==> config.mk <==
export PLATFORM = sky130hd
export DESIGN_NAME = rv_test_monitor
export DESIGN_NICKNAME = d
export VERILOG_FILES = /design/src/rtl/rv_test_monitor.sv
export SDC_FILE = /design/constraint.sdc
export NUM_CORES = 1
export LEC_CHECK = 0
export BUFFER_PORTS_ARGS = -buffer_cell sky130_fd_sc_hd__buf_2
export CORE_UTILIZATION = 40
export CTS_CLUSTER_DIAMETER = 80
export DETAILED_ROUTE_END_ITERATION = 7
export SYNTH_ARGS = -nofsm -noshare
export SYNTH_HDL_FRONTEND = slang
export SYNTH_SLANG_ARGS = --single-unit
==> constraint.sdc <==
create_clock -name clk_sys -period 3.33 [get_ports clk_sys]
set_clock_uncertainty 0.1 [all_clocks]
set_input_delay 0.333 -clock clk_sys [delete_from_list [all_inputs] [get_ports clk_sys]]
set_output_delay 0.333 -clock clk_sys [all_outputs]
set_load 0.05 [all_outputs]
==> src/rtl/rv_test_monitor.sv <==
// Purpose : end-of-test monitor; snoops stores, reg-file writes and retires to give a pass/fail/timeout verdict.
// Latency : verdict outputs registered, visible one cycle after the trigger cycle; counters update every RUN cycle.
// Backpr. : none, purely passive snooper; never stalls the core it watches.
//
// Ports:
//   clk_sys, rst_n            clock, async active-low reset
//   start                     one-cycle pulse, clears and arms the monitor
//   dbus_we/addr/wdata        data-store bus (tohost detection)
//   rf_we/waddr/wdata         register-file write port (gp shadow)
//   ret_valid/ret_pc          retire stream (self-loop detection)
//   done/pass/timeout         sticky verdict flags
//   test_num                  failing test number, 0 on pass or timeout
//   cycle_cnt/retire_cnt      RUN cycles and retired instructions, frozen at verdict
module rv_test_monitor #(
    parameter int                ADDR_W         = 32,
    parameter int                DATA_W         = 32,
    parameter logic [ADDR_W-1:0] TOHOST_ADDR    = 32'h0000_1000,
    parameter bit                EN_TOHOST      = 1'b1,
    parameter bit                EN_LOOP        = 1'b1,
    parameter int                LOOP_LIMIT     = 8,
    parameter int                TIMEOUT_CYCLES = 1000,
    parameter int                CNT_W          = 32
) (
    input  logic              clk_sys,
    input  logic              rst_n,
    input  logic              start,
    input  logic              dbus_we,
    input  logic [ADDR_W-1:0] dbus_addr,
    input  logic [DATA_W-1:0] dbus_wdata,
    input  logic              rf_we,
    input  logic [4:0]        rf_waddr,
    input  logic [DATA_W-1:0] rf_wdata,
    input  logic              ret_valid,
    input  logic [ADDR_W-1:0] ret_pc,
    output logic              done,
    output logic              pass,
    output logic              timeout,
    output logic [DATA_W-1:0] test_num,
    output logic [CNT_W-1:0]  cycle_cnt,
    output logic [CNT_W-1:0]  retire_cnt
);

    localparam int LC_W = $clog2(LOOP_LIMIT + 1);
    localparam logic [LC_W-1:0]   LOOP_MAX = LC_W'(LOOP_LIMIT);
    localparam logic [CNT_W-1:0]  TOUT_AT  = CNT_W'(TIMEOUT_CYCLES - 1);
    localparam logic [DATA_W-1:0] ONE      = DATA_W'(1);

    typedef enum logic [2:0] {
        S_IDLE,
        S_RUN,
        S_PASS,
        S_FAIL,
        S_TOUT
    } state_t;

    state_t             state_q,      state_d;
    logic [CNT_W-1:0]   cycle_cnt_q,  cycle_cnt_d;
    logic [CNT_W-1:0]   retire_cnt_q, retire_cnt_d;
    logic [DATA_W-1:0]  gp_shadow_q,  gp_shadow_d;
    logic [ADDR_W-1:0]  last_pc_q,    last_pc_d;
    logic [LC_W-1:0]    loop_cnt_q,   loop_cnt_d;
    logic               done_q,       done_d;
    logic               pass_q,       pass_d;
    logic               timeout_q,    timeout_d;
    logic [DATA_W-1:0]  test_num_q,   test_num_d;

    logic               gp_wr;
    logic [DATA_W-1:0]  gp_eff;
    logic [LC_W-1:0]    loop_cnt_nxt;
    logic               tohost_hit;
    logic               loop_hit;
    logic               tout_hit;

    always_comb begin
        gp_wr  = rf_we && (rf_waddr == 5'd3);
        // A gp write landing in the same cycle as the final loop retire must be seen.
        gp_eff = gp_wr ? rf_wdata : gp_shadow_q;

        // Saturating at the limit keeps the count sane when loop detection is disabled.
        if (ret_pc == last_pc_q) begin
            loop_cnt_nxt = (loop_cnt_q == LOOP_MAX) ? loop_cnt_q : loop_cnt_q + 1'b1;
        end else begin
            loop_cnt_nxt = LC_W'(1);
        end

        tohost_hit = EN_TOHOST && dbus_we && (dbus_addr == TOHOST_ADDR) && dbus_wdata[0];
        loop_hit   = EN_LOOP && ret_valid && (loop_cnt_nxt == LOOP_MAX);
        tout_hit   = (cycle_cnt_q == TOUT_AT);

        state_d      = state_q;
        cycle_cnt_d  = cycle_cnt_q;
        retire_cnt_d = retire_cnt_q;
        gp_shadow_d  = gp_shadow_q;
        last_pc_d    = last_pc_q;
        loop_cnt_d   = loop_cnt_q;
        done_d       = done_q;
        pass_d       = pass_q;
        timeout_d    = timeout_q;
        test_num_d   = test_num_q;

        if (start) begin
            // start overrides any trigger seen in the same cycle
            state_d      = S_RUN;
            cycle_cnt_d  = '0;
            retire_cnt_d = '0;
            gp_shadow_d  = '0;
            loop_cnt_d   = '0;
            done_d       = 1'b0;
            pass_d       = 1'b0;
            timeout_d    = 1'b0;
            test_num_d   = '0;
        end else begin
            case (state_q)
                S_RUN: begin
                    // The trigger cycle itself is included in both counts.
                    cycle_cnt_d = cycle_cnt_q + 1'b1;
                    if (ret_valid && (retire_cnt_q != '1)) begin
                        retire_cnt_d = retire_cnt_q + 1'b1;
                    end
                    if (gp_wr) begin
                        gp_shadow_d = rf_wdata;
                    end
                    if (ret_valid) begin
                        loop_cnt_d = loop_cnt_nxt;
                        last_pc_d  = ret_pc;
                    end

                    if (tohost_hit) begin
                        done_d = 1'b1;
                        if (dbus_wdata == ONE) begin
                            state_d = S_PASS;
                            pass_d  = 1'b1;
                        end else begin
                            state_d    = S_FAIL;
                            test_num_d = dbus_wdata >> 1;
                        end
                    end else if (loop_hit) begin
                        done_d = 1'b1;
                        if (gp_eff == ONE) begin
                            state_d = S_PASS;
                            pass_d  = 1'b1;
                        end else begin
                            state_d    = S_FAIL;
                            test_num_d = gp_eff >> 1;
                        end
                    end else if (tout_hit) begin
                        state_d   = S_TOUT;
                        done_d    = 1'b1;
                        timeout_d = 1'b1;
                    end
                end
                S_IDLE, S_PASS, S_FAIL, S_TOUT: begin
                    // snooped inputs ignored; verdict and counters hold
                end
                default: begin
                    state_d = S_IDLE;
                end
            endcase
        end
    end

    always_ff @(posedge clk_sys or negedge rst_n) begin
        if (!rst_n) begin
            state_q      <= S_IDLE;
            cycle_cnt_q  <= '0;
            retire_cnt_q <= '0;
            gp_shadow_q  <= '0;
            last_pc_q    <= '0;
            loop_cnt_q   <= '0;
            done_q       <= 1'b0;
            pass_q       <= 1'b0;
            timeout_q    <= 1'b0;
            test_num_q   <= '0;
        end else begin
            state_q      <= state_d;
            cycle_cnt_q  <= cycle_cnt_d;
            retire_cnt_q <= retire_cnt_d;
            gp_shadow_q  <= gp_shadow_d;
            last_pc_q    <= last_pc_d;
            loop_cnt_q   <= loop_cnt_d;
            done_q       <= done_d;
            pass_q       <= pass_d;
            timeout_q    <= timeout_d;
            test_num_q   <= test_num_d;
        end
    end

    assign done       = done_q;
    assign pass       = pass_q;
    assign timeout    = timeout_q;
    assign test_num   = test_num_q;
    assign cycle_cnt  = cycle_cnt_q;
    assign retire_cnt = retire_cnt_q;

endmodule

==> Word level (Yosys, flattened, before mapping) <==
Cells that the tools add are included.
{ "op_classes": {"n_mux": 41, "n_eq_ne": 20, "reduce_logical": 22, "bitwise_logic": 1, "addsub": 3} }
{ "ops": {"columns": ["cell", "count"], "rows": [
  ["$mux 32", 14],
  ["$add 32x1->32 const B", 2],
  ["$eq 32x1->1 const B", 2],
  ["$eq 32x10->1 const B", 1],
  ["$eq 32x13->1 const B", 1],
  ["$eq 32x32->1", 1],
  ["$ne 32x32->1 const B", 1],
  ["$mux 4", 5],
  ["$mux 1", 17],
  ["$mux 3", 4],
  ["$reduce_and 4->1", 3],
  ["$eq 4x4->1 const B", 2],
  ["$reduce_and 2->1", 4],
  ["$reduce_bool 2->1", 4],
  ["$eq 3x2->1 const B", 2],
  ["$ne 2x2->1 const B", 3],
  ["$ne 3x3->1 const B", 2],
  ["$pmux 3 s2", 1],
  ["$reduce_bool 3->1", 2],
  ["$eq 5x2->1 const B", 1],
  ["$logic_and 1x1->1", 5],
  ["$ne 5x5->1 const B", 1],
  ["$add 4x1->4 const B", 1],
  ["$reduce_bool 4->1", 1],
  ["7 further kinds", 7]
]} }
{ "totals": {"out_inout_bits": 99, "word_cells": 97, "reg_bits": 170, "input_bits": 139} }

==> Logic depth before layout (Yosys ltp) <==
Gate-level depths: netlist of the first run.
{ "logic_depth": {"ltp_word": 9, "depth_mapped": 9, "ltp_nobuf": 8} }

==> Worst setup path before layout of the first run <==
Ideal clock, no wire load.
{ "synth_timing": {"path_type": "register to register", "startpoint": "register retire_cnt_q[0], in the netlist retire_cnt[0]", "endpoint": "register retire_cnt_q[21], in the netlist retire_cnt[21]", "t_required_ps": 3098, "slack_ps": 844, "n_path_buf": 1, "period_less_slack_ps": 2486, "arrival_time_ps": 2255, "setup_time_ps": 132, "path_stages_with_launch": 9, "cell_sequence": "dfrtp_1 ha_1 nand4_1 nor4_4 a31o_2 buf_2 nor3_1 xnor2_1 nor2_1"} }
{ "synth_between": {"elab_chain_cells": 4, "word_cells_on_any_way": 8, "classes_between": "add/sub: 1; eq/ne: 1; mux: 3; reduce/logical: 3"} }
{ "synth_rtl": {"columns": ["item", "line_no", "text"], "rows": [
  ["from (decl)", "58", "logic [CNT_W-1:0] retire_cnt_q, retire_cnt_d;"],
  ["from (signal assigned)", "177", "retire_cnt_q <= retire_cnt_d;"],
  ["$add 32x1->32 / $ne 32x32->1 (equally long branches)", "118, 117", null],
  ["$mux 32 / $logic_and 1x1->1 (equally long branches)", "117", "if (ret_valid && (retire_cnt_q != '1)) begin"],
  ["$mux 32 / $reduce_bool 2->1 (equally long branches)", null, null],
  ["$mux 32 / $reduce_and 2->1 (equally long branches)", null, null]
]} }
Parallel ways exist; a longest one is shown, timed or not. The select of a mux whose other input is x is not followed.
A chain may end at the register's enable or synchronous reset.

==> Worst setup path in the final report of the first run <==
{ "layout_timing": {"startpoint": "register gp_shadow_q[28]", "endpoint": "register test_num_q[26], in the netlist test_num[26]"} }
{ "layout_between": {"elab_chain_cells": 4} }
{ "layout_rtl": {"columns": ["item", "line_no", "text"], "rows": [
  ["from (decl)", "59", "logic [DATA_W-1:0] gp_shadow_q, gp_shadow_d;"],
  ["from (signal assigned)", "178", "gp_shadow_q <= gp_shadow_d;"],
  ["$mux 32", null, null],
  ["$eq 32x1->1", "139", "if (gp_eff == ONE) begin"],
  ["$ne 3x3->1 (no line)", null, null],
  ["$reduce_and 4->1 (no line)", null, null],
  ["to (signal assigned)", "184", "test_num_q <= test_num_d;"],
  ["to (decl)", "65", "logic [DATA_W-1:0] test_num_q, test_num_d;"]
]} }
No other way between the ends.

==> results of run 1 <==
worst max-delay path, delay by kind of cell (launching register included):
kind / cells / cell delay (ns)
DFF: 1 / 0.40
and+or+nand+nor: 3 / 1.02
buffers and inverters: 1 / 0.33
muxes: 2 / 0.53
AOI/OAI and AO/OA: 1 / 0.08
synthesized netlist by cell type (3+ instances only):
| cell | instances |
|---|---|
| dfrtp_1 | 169 |
| nor2_1 | 134 |
| mux2i_1 | 62 |
| xor2_1 | 62 |
| nor4_1 | 36 |
| nand2_1 | 34 |
| a211o_1 | 33 |
| a211oi_1 | 33 |
| nand2b_1 | 33 |
| mux2_2 | 32 |
| nand3_1 | 29 |
| xnor2_1 | 24 |
| nand4_1 | 23 |
| nor3_1 | 23 |
| clkbuf_1 | 21 |
| a21oi_1 | 17 |
| inv_1 | 13 |
| and3_1 | 12 |
| or3_1 | 12 |
| buf_2 | 11 |
| o21ai_0 | 10 |
| and4_1 | 6 |
| buf_1 | 5 |
| and2_1 | 4 |
| ha_1 | 4 |
| nor4b_1 | 4 |
| buf_12 | 3 |
| nor2b_1 | 3 |
| nor4_2 | 3 |
| o211ai_1 | 3 |
per-layer routing:
layer  track usage (%)  routed length, um
met4              6.81                452
met3              3.49                923
met1              30.0              11800
met5                 0                 10
met2              32.4              10700
through the flow:
step                cells  hold slack (ns)  power (W)  util (%)  cell area [um^2]
floorplan             899          -0.0626    0.00243         -              9170
global placement     1386            0.318    0.00263      46.9             10600
detailed placement   1386            0.311    0.00263      46.9             10600
CTS                  1419           0.0368    0.00461      49.5             11200
global route         1421           0.0436    0.00474      49.5             11200
finish               1421           0.0581    0.00454      49.5             11200
timing repair:
action / in CTS / in global routing
hold endpoints to repair: 70 / 0
hold buffers: 1 / 0
gates resized for setup: 0 / 0
worst paths after layout:
path | startpoint | to | slack, ns | cells past startpoint
setup / recovery | gp_shadow_q[28] | test_num[26] | 0.78 | 7
hold / removal | ret_pc[5] | last_pc_q[5] | 0.06 | 2
setup reg to reg | gp_shadow_q[28] | test_num[26] | 0.78 | 7
hold reg to reg | pass | pass | 0.41 | 2
max in group asynchronous | rst_n | gp_shadow_q[22] | 1.88 | 3
min in group asynchronous | rst_n | cycle_cnt[27] | 0.40 | 2
registers in the layout, summed over array words and instances, names as in the netlist:
register     count
timeout          1
test_num        31
pass             1
cycle_cnt       32
gp_shadow_q     32
done             1
state_q          3
retire_cnt      32
loop_cnt_q       4
last_pc_q       32
layout make-up:
class	count	area (um^2)	area share, %
antenna	2	5.00	0.0448
multi-input combinational	671	4630	41.4
clock inverter	12	115	1.03
inverter	13	48.8	0.437
sequential	169	4230	37.9
tap	285	357	3.19
timing repair buffer	249	1330	11.9
clock buffer	20	457	4.09
power by group:
| group | leakage (nW) | internal [W] | switching, W |
|---|---|---|---|
| Sequential | 2.28 | 0.00212 | 0.0000496 |
| Clock | 0.274 | 0.00108 | 0.000873 |
| Combinational | 3.01 | 0.000190 | 0.000230 |
cells by family (layout without fill, tap and decap cells):
group | Yosys count | after routing | synth area share (%)
adders and majority gates | 4 | 4 | 0.546
other | 1 | 3 | 0.0409
xor gates and xnor gates | 86 | 86 | 8.22
DFF | 169 | 169 | 46.1
buffers and inverters | 59 | 294 | 3.51
AOI/OAI and AO/OA | 114 | 114 | 9.30
muxes | 95 | 95 | 10.9
and+or+nand+nor | 371 | 371 | 21.4
==> impl_metrics.py, run 1 <==
metrics = {
    "status": {
        "status": "finished, final reports clean",
    },
    "grt": {
        "grt_usage_pct": 21.0,
        "grt_max_degree": 107,
        "grt_overflow": 0,
        "grt_pass1_vias": 7507,
        "antenna_found_initial": 3,
        "grt_pass1_wl_um": 39500,
    },
    "final_layout": {
        "layout_common_cells": "buf_2, dfrtp_1, nor2_1, xor2_1, mux2i_1",
        "area_growth_pct": 21.8,
        "layout_commonest_cell": "buf_2",
        "nets": 1264,
        "nFillCells": 2211,
        "drive_gt1_share_pct": 29.1,
    },
    "route": {
        "vias": 7547,
        "dr.pass1.iters": 5,
        "drt_iter0_markers": 394,
        "drt-wirelength-per-cell_um": 16.8,
        "viasPerCell": 5.31,
        "antenna_left": 0,
        "drt-total-wl_um": 23800,
        "route.detailed.drc": 0,
    },
    "clocking": {
        "cts_root_buf": "clkbuf_16",
        "cts_setup_buffers": 0,
        "clk_pin_slew_ns": 0.07,
        "clock_sinks": 169,
        "htree_num_levels": 4,
        "cts_buffers": 17,
        "cts.path.max_buffers": 2,
        "cts_tree": "built",
        "clk_latency_ns": 0.42,
    },
    "synthesis": {
        "ys_async_sr_fraction_pct": 100,
        "synth_cells": 899,
        "synthesis.area_mm2": 0.00917,
        "ys_warn_count": 0,
        "ys.flop_type": "dfrtp_1",
        "synth_cell_types": 64,
        "synth_area_leader_cell": "dfrtp_1",
        "syn_nets": 1042,
        "netlist_top_cells_area": "dfrtp_1, mux2i_1, xor2_1",
        "synth_top_area_share_pct": 46.1,
        "synth_edf_count": 0,
        "ys_seq_area_share_pct": 46.1,
        "avgSynthCellArea_um2": 10.2,
        "synth-seq-cells": 169,
    },
    "sta": {
        "min_period_ns": 2.55,
        "min_period_over_period_pct": 76.5,
        "max_freq_mhz": 393,
        "finalHoldViolCount": 0,
        "rsz0062_at_grt": "false",
        "setup_violations": 0,
        "postLayoutSetupSlackWorst_ns": 0.783,
        "maxSlewViolCount": 0,
        "relSlewSlack_pct": 43.2,
        "setup_tns_ns": 0,
        "worst_pin_slew_ns": 0.846,
    },
    "power": {
        "total_leakage_power_nw": 5.56,
        "ir_worst_vdd_v": 0.000288,
        "powerDensity_mw_per_mm2": 407,
    },
    "die": {
        "fp.dieH_um": 153,
        "die-width_um": 153,
        "core_mm2": 0.0226,
        "rows": 55,
        "start_util_pct": 40.6,
        "die-area_mm2": 0.0235,
        "io_pins": 238,
    },
    "worst_setup_path": {
        "critPathMaxFanout": 15,
        "critical_path_arrival_ns": 2.78,
        "worst_path_max_delay_cell": "nor4_1",
        "cp-end-kind": "register",
        "crit_type": "reg2reg",
        "crit_path_start_kind": "register",
        "max_stage_delay_ns": 0.48,
        "worstPathCellList": "nor4_1 -> nand4_1 -> mux2_4 -> or3_4 -> o211ai_4 -> buf_4 -> mux2i_1",
        "required_ns": 3.57,
    },
    "placed_design": {
        "pre_cts_slack_ns": 0.556,
        "port_buffers": 236,
        "hpwl_um": 16800,
        "gp_congestion": 0.806,
    },
    "job": {
        "cap_violations": 0,
    },
    "min_path": {
        "holdCritPathClass": "in2reg",
    },
}
(Power assumes the default switching activity.)
==> run 2, diff against run 1 <==
Settings changed: ABC_AREA set to 1.
Clock period 3.33 ns to 2.5 ns, I/O delays scaled along.
==> run 2 against run 1 <==
Compared with the run above: hold slack got worse by 0.042 ns; clock-buffer cell count unchanged; sequential cell count unchanged.
==> impl_metrics.py, run 2 <==
metrics = {
    "status": {
        "status": "finished, final reports clean",
    },
    "sta": {
        "setup_violations": 0,
        "min_period_ns": 2.30,
        "relSlewSlack_pct": 38.7,
        "rsz0062_at_grt": "false",
        "hold-worst-slack_ns": 0.0165,
        "worst_pin_slew_ns": 0.919,
        "maxSlewViolCount": 0,
        "finalHoldViolCount": 0,
        "min_period_over_period_pct": 92.1,
        "max_freq_mhz": 434,
    },
    "synthesis": {
        "ys_warn_count": 0,
        "synth_edf_count": 0,
        "synth_most_common_cell": "nand2_1",
        "synth_top_area_share_pct": 40.9,
        "synth_area_leader_cell": "dfrtp_1",
        "ys.flop_type": "dfrtp_1",
        "synth-seq-cells": 169,
        "syn_nets": 1574,
        "ys_seq_area_share_pct": 40.9,
        "ys_async_sr_fraction_pct": 100,
        "synth_cell_types": 45,
        "netlist_top_cells_area": "dfrtp_1, nand2_1, inv_1",
        "synthesis.area_mm2": 0.0103,
        "synth_commonest_cells": "nand2_1, inv_1, dfrtp_1",
        "synth_cells": 1431,
        "avgSynthCellArea_um2": 7.23,
    },
    "power": {
        "p_sw_share_pct": 26.9,
        "total_leakage_power_nw": 6.95,
        "power_w": 0.00680,
        "powerDensity_mw_per_mm2": 516,
        "p_clk_share_pct": 42.9,
        "seq_power_share_pct": 43.6,
        "combPwrFrac_pct": 13.5,
        "internal_power_w": 0.00497,
        "p_switching_w": 0.00183,
        "ir_worst_vdd_v": 0.000417,
    },
    "worst_setup_path": {
        "crit_path_start_kind": "register",
        "crit_type": "reg2reg",
        "cp-end-kind": "register",
        "critPathMaxFanout": 16,
        "critical_path_arrival_ns": 2.57,
        "required_ns": 2.77,
    },
    "clocking": {
        "cts_tree": "built",
        "clk_latency_ns": 0.43,
        "cts_buffers": 17,
        "clk_pin_slew_ns": 0.07,
        "clock_sinks": 169,
        "cts_root_buf": "clkbuf_16",
        "cts.path.max_buffers": 2,
        "htree_num_levels": 4,
    },
    "grt": {
        "grt_pass1_wl_um": 51900,
        "antenna_found_initial": 0,
        "grt_pass1_vias": 10100,
        "grt_usage_pct": 24.8,
        "grt_overflow": 0,
        "grt_max_degree": 66,
    },
    "die": {
        "fp.dieH_um": 163,
        "start_util_pct": 41.0,
        "core_mm2": 0.0253,
        "die-width_um": 163,
        "io_pins": 238,
        "rows": 58,
        "die-area_mm2": 0.0265,
    },
    "route": {
        "drt-total-wl_um": 32300,
        "dr.pass1.iters": 5,
        "antenna_left": 0,
        "viasPerCell": 5.05,
        "drt_iter0_markers": 915,
        "route.detailed.drc": 0,
        "vias": 10500,
        "drt-wirelength-per-cell_um": 15.5,
    },
    "placed_design": {
        "hpwl_um": 24000,
        "gp_congestion": 0.923,
        "port_buffers": 236,
    },
    "final_layout": {
        "layout_common_cells": "nand2_1, buf_2, inv_1, dfrtp_1, nand3_1",
        "area_growth_pct": 27.6,
        "nets": 1878,
        "diodes": 0,
        "layout_commonest_cell": "nand2_1",
        "drive_gt1_share_pct": 23.4,
    },
    "min_path": {
        "holdCritPathClass": "in2reg",
    },
    "job": {
        "cap_violations": 0,
    },
}
## run 2: cell types whose count changed in the layout (fill, tap and decap cells not counted), sizes merged, moves of 51 or more
cell,delta
mux2i,-62
xor2,-51
inv,+217
nand2,+356
o21ai,+80
nand3,+105
buf,+62
## run 2: routing by layer
| metal | global-route usage (%) | vias up | part of all wire [%] |
|---|---|---|---|
| li1 | - | 5246 | - |
| met3 | 4.02 | 41 | 5.3 |
| met1 | 33.3 | 4887 | 46 |
| met5 | 0 | - | 0 |
| met2 | 41.0 | 311 | 47 |
| met4 | 6.71 | 0 | 1.9 |
## run 2: logic make-up after synthesis
kind of cell / Yosys count / synth area share, %
and+or+nand+nor: 767 / 34.2
buffers and inverters: 282 / 11.6
DFF: 169 / 40.9
AOI/OAI and AO/OA: 166 / 8.97
xor gates and xnor gates: 29 / 2.46
muxes: 13 / 1.42
adders and majority gates: 4 / 0.484
other: 1 / 0.0362
## run 2: critical path, stage by stage (launching register included)
cell and delay [ns]:
dfrtp_1 0.37, inv_1 0.07, ha_1 0.31, nor2_1 0.11, nand2_1 0.06, nor2_1 0.08, nand4_1 0.10, buf_4 0.16
nand2_2 0.06, nand2_1 0.17, nor2_4 0.41, nand3_1 0.14, nand2_1 0.09
## run 2: path summary, 6_finish.rpt
kind	startpoint	to	slack (ns)	cells past startpoint
min in group asynchronous	rst_n	last_pc_q[19]	0.27	2
min	ret_pc[1]	last_pc_q[1]	0.02	3
max reg2reg	loop_cnt_q[0]	test_num[5]	0.20	12
max	loop_cnt_q[0]	test_num[5]	0.20	12
min reg2reg	timeout	timeout	0.38	2
max in group asynchronous	rst_n	test_num[7]	1.28	3
## run 2: area by class of cell
class | instances | area [um^2]
clock inverter | 12 | 189
clock buffer | 20 | 447
multi-input combinational | 981 | 4930
sequential | 169 | 4230
tap | 330 | 413
timing repair buffer | 335 | 2120
fill | 2516 | 12100
inverter | 231 | 868
## run 2: repair_timing
item | 4_1_cts | 5_1_grt
hold buffers | 25 | 0
gates cloned | 0 | 1
resized for setup | 0 | 3
hold endpoints to repair | 85 | 0
pin swaps | 1 | 1
buffers inserted | 0 | 2
setup endpoints to repair | 23 | 32
## run 2: through the flow
| stage | cells | cell area, um^2 | TNS [ns] | setup slack (ns) | utilization [%] |
|---|---|---|---|---|---|
| after floorplan | 1431 | 10300 | 0 | 0.237 | - |
| after global placement | 2018 | 12300 | -2.40 | -0.0992 | 48.6 |
| after detailed placement | 2018 | 12300 | -2.92 | -0.120 | 48.6 |
| after CTS | 2075 | 13200 | -0.0706 | -0.0141 | 52.1 |
| after global routing | 2078 | 13200 | 0 | 0.00500 | 52.3 |
| final | 2078 | 13200 | 0 | 0.198 | 52.3 |
## run 2: power groups by stage
stage / Combinational [W] / Clock (W) / Sequential [W]
floorplan: 0.000507 / 0 / 0.00302
global placement: 0.000884 / 0 / 0.00301
detailed placement: 0.000897 / 0 / 0.00302
CTS: 0.000929 / 0.00298 / 0.00296
global route: 0.00104 / 0.00309 / 0.00298
finish: 0.000919 / 0.00292 / 0.00296
==> run 3, diff against run 2 <==
Settings changed: BUFFER_PORTS_ARGS -buffer_cell sky130_fd_sc_hd__buf_2 to unset, DONT_BUFFER_PORTS set to 1.
==> run 3 against run 2 <==
Compared with the run above: the flow now finishes with violations (negative hold slack); via count down 6.5%; maximum frequency increased by 1.8%; die area did not move; first-iteration DRC count shrank 19%; clock power down 7%; sequential cell count unchanged; wire length decreased by 3.9%; final area shrank 7.4%; clock-buffer cell count is 1 lower; total power shrank 5.7%; sequential share of layout area grew 2.6 points; critical endpoint is now cycle_cnt[17]; largest cell class unchanged.
==> impl_metrics.py, run 3 (synthesis gave the netlist of run 2 again) <==
metrics = {
    "status": {
        "status": "complete, but fails checks",
        "violations": "negative hold slack",
    },
    "sta": {
        "hold-worst-slack_ns": -0.577,
        "finalHoldViolCount": 169,
        "setup_violations": 0,
        "relSlewSlack_pct": 38.7,
        "min_period_ns": 2.26,
        "min_period_over_period_pct": 90.4,
        "max_freq_mhz": 442,
        "maxSlewViolCount": 0,
        "worst_pin_slew_ns": 0.918,
        "setup_tns_ns": 0,
    },
    "final_layout": {
        "fin_util_pct": 48.4,
        "drive_gt1_share_pct": 12.2,
        "multi_input_area_mm2": 0.00494,
        "stdcell_count": 1872,
        "diodes": 0,
        "layout_common_cells": "nand2_1, inv_1, dfrtp_1, nand3_1, nor2_1",
        "layout_commonest_cell": "nand2_1",
        "nets": 1673,
        "nFillCells": 2577,
        "regArea_mm2": 0.00423,
        "area_growth_pct": 18.2,
    },
    "grt": {
        "grt_pass1_vias": 9507,
        "grt_overflow": 0,
        "antenna_found_initial": 0,
        "grt_max_degree": 170,
        "grt_usage_pct": 23.8,
        "grt_pass1_wl_um": 49600,
    },
    "worst_setup_path": {
        "required_ns": 2.70,
        "crit_type": "reg2reg",
        "worstPathCellList": "inv_1 -> nand2_2 -> nor2_4 -> nand3_1 -> inv_1 -> nand3_1 -> nor2_1 -> nand4_1 -> inv_1 -> nand2_1 -> o21ai_0 -> a21oi_1",
        "cpMostUsedCell": "inv_1",
        "cp-end-kind": "register",
        "critical_path_arrival_ns": 2.46,
        "max_stage_delay_ns": 0.39,
        "crit_family": "simple AND/OR/NAND/NOR gates",
        "critPathMaxFanout": 8,
        "critical_path_buf_inv_count": 3,
        "worst_path_max_delay_cell": "dfrtp_1",
        "crit_path_start_kind": "register",
    },
    "power": {
        "powerDensity_mw_per_mm2": 525,
        "ir_worst_vdd_v": 0.000320,
        "total_leakage_power_nw": 6.02,
        "power_w": 0.00642,
    },
    "clocking": {
        "cts_tree": "built",
        "cts_buffers": 17,
        "htree_num_levels": 4,
        "cts_hold_buf": 43,
        "cts_root_buf": "clkbuf_16",
        "cts.path.max_buffers": 2,
        "clock_sinks": 169,
        "clk_pin_slew_ns": 0.07,
        "clk_latency_ns": 0.43,
    },
    "placed_design": {
        "hpwl_um": 22300,
        "place_inst": 1794,
        "port_buffers": 0,
        "gp_congestion": 0.922,
    },
    "route": {
        "drt-total-wl_um": 31000,
        "vias": 9806,
        "drt-wirelength-per-cell_um": 16.6,
        "antenna_left": 0,
        "route.detailed.drc": 0,
        "dr.pass1.iters": 5,
        "viasPerCell": 5.24,
        "drt_iter0_markers": 740,
    },
    "die": {
        "rows": 58,
        "fp.dieH_um": 163,
        "start_util_pct": 41.0,
        "core_mm2": 0.0253,
        "die-area_mm2": 0.0265,
        "io_pins": 238,
        "die-width_um": 163,
    },
    "job": {
        "cap_violations": 0,
    },
    "min_path": {
        "holdCritPathClass": "in2async",
    },
}
## run 3: cell count changes in the layout (fill, tap and decap cells not counted), moves of 2 or more
cell | before | now
buf_4 | 64 | 80
dlygate4sd3_1 | 25 | 42
clkbuf_1 | 2 | 0
bufinv_16 | 4 | 2
buf_2 | 235 | 0
clkinv_4 | 1 | 3
buf_12 | 10 | 8
## run 3: final timing paths
path                       depth (start not counted)  slack, ns    startpoint               to
max                                               12       0.24    state_q[1]    cycle_cnt[17]
min                                                0      -0.58         rst_n    last_pc_q[29]
max reg2reg                                       12       0.24    state_q[1]    cycle_cnt[17]
min reg2reg                                        2       0.40    state_q[1]       state_q[1]
max in group asynchronous                          0       2.66         rst_n     test_num[17]
min in group clk_sys                               2       0.02  rf_wdata[19]  gp_shadow_q[19]
## run 3: area by class of cell
class                           instances  area share, %
Clock buffer                           19           3.70
Multi-Input combinational cell        981           40.4
Clock inverter                         12           1.17
Sequential cell                       169           34.6
Timing Repair Buffer                  130           9.66
Inverter                              231           7.10
Tap cell                              330           3.38
## run 3: worst register-to-register path, stage by stage, from the launching register on
cell and delay (ns):
dfrtp_1 0.39, inv_1 0.07, nand2_2 0.07, nor2_4 0.26, nand3_1 0.17, inv_1 0.10
nand3_1 0.09, nor2_1 0.18, nand4_1 0.27, inv_1 0.15, nand2_1 0.07, o21ai_0 0.16
a21oi_1 0.06
## run 3: metal layers
| layer | wire length, um | vias to the layer above | global-route usage (%) |
|---|---|---|---|
| li1 | - | 4829 | - |
| met1 | 13400 | 4575 | 30.8 |
| met2 | 14700 | 363 | 39.1 |
| met3 | 2320 | 39 | 5.73 |
| met4 | 608 | 0 | 6.97 |
| met5 | 0 | - | 0 |
## run 3: repair_timing
item / in CTS / in global routing
pin swaps: 1 / 4
hold endpoints to repair: 238 / 169
setup endpoints to repair: 27 / 34
setup buffers: 0 / 3
gates resized for setup: 1 / 3
cloned: 1 / 0
## run 3: through the flow
| stage | cell area (um^2) | hold WS [ns] | worst slack (ns) |
|---|---|---|---|
| after floorplan | 10300 | -0.146 | 0.237 |
| after global placement | 11100 | -0.137 | -0.152 |
| after detailed placement | 11100 | -0.137 | -0.164 |
| after CTS | 12200 | -0.598 | 0.0474 |
| after global routing | 12200 | -0.610 | -0.000571 |
| final | 12200 | -0.577 | 0.239 |
## run 3: power breakdown
part           switching [W]  internal (W)  leakage [nW]  total [W]
clock network        0.00118       0.00154         0.284    0.00272
logic               0.000431      0.000302          3.44   0.000732
registers          0.0000927       0.00287          2.30    0.00296
total                0.00171       0.00471          6.02    0.00642
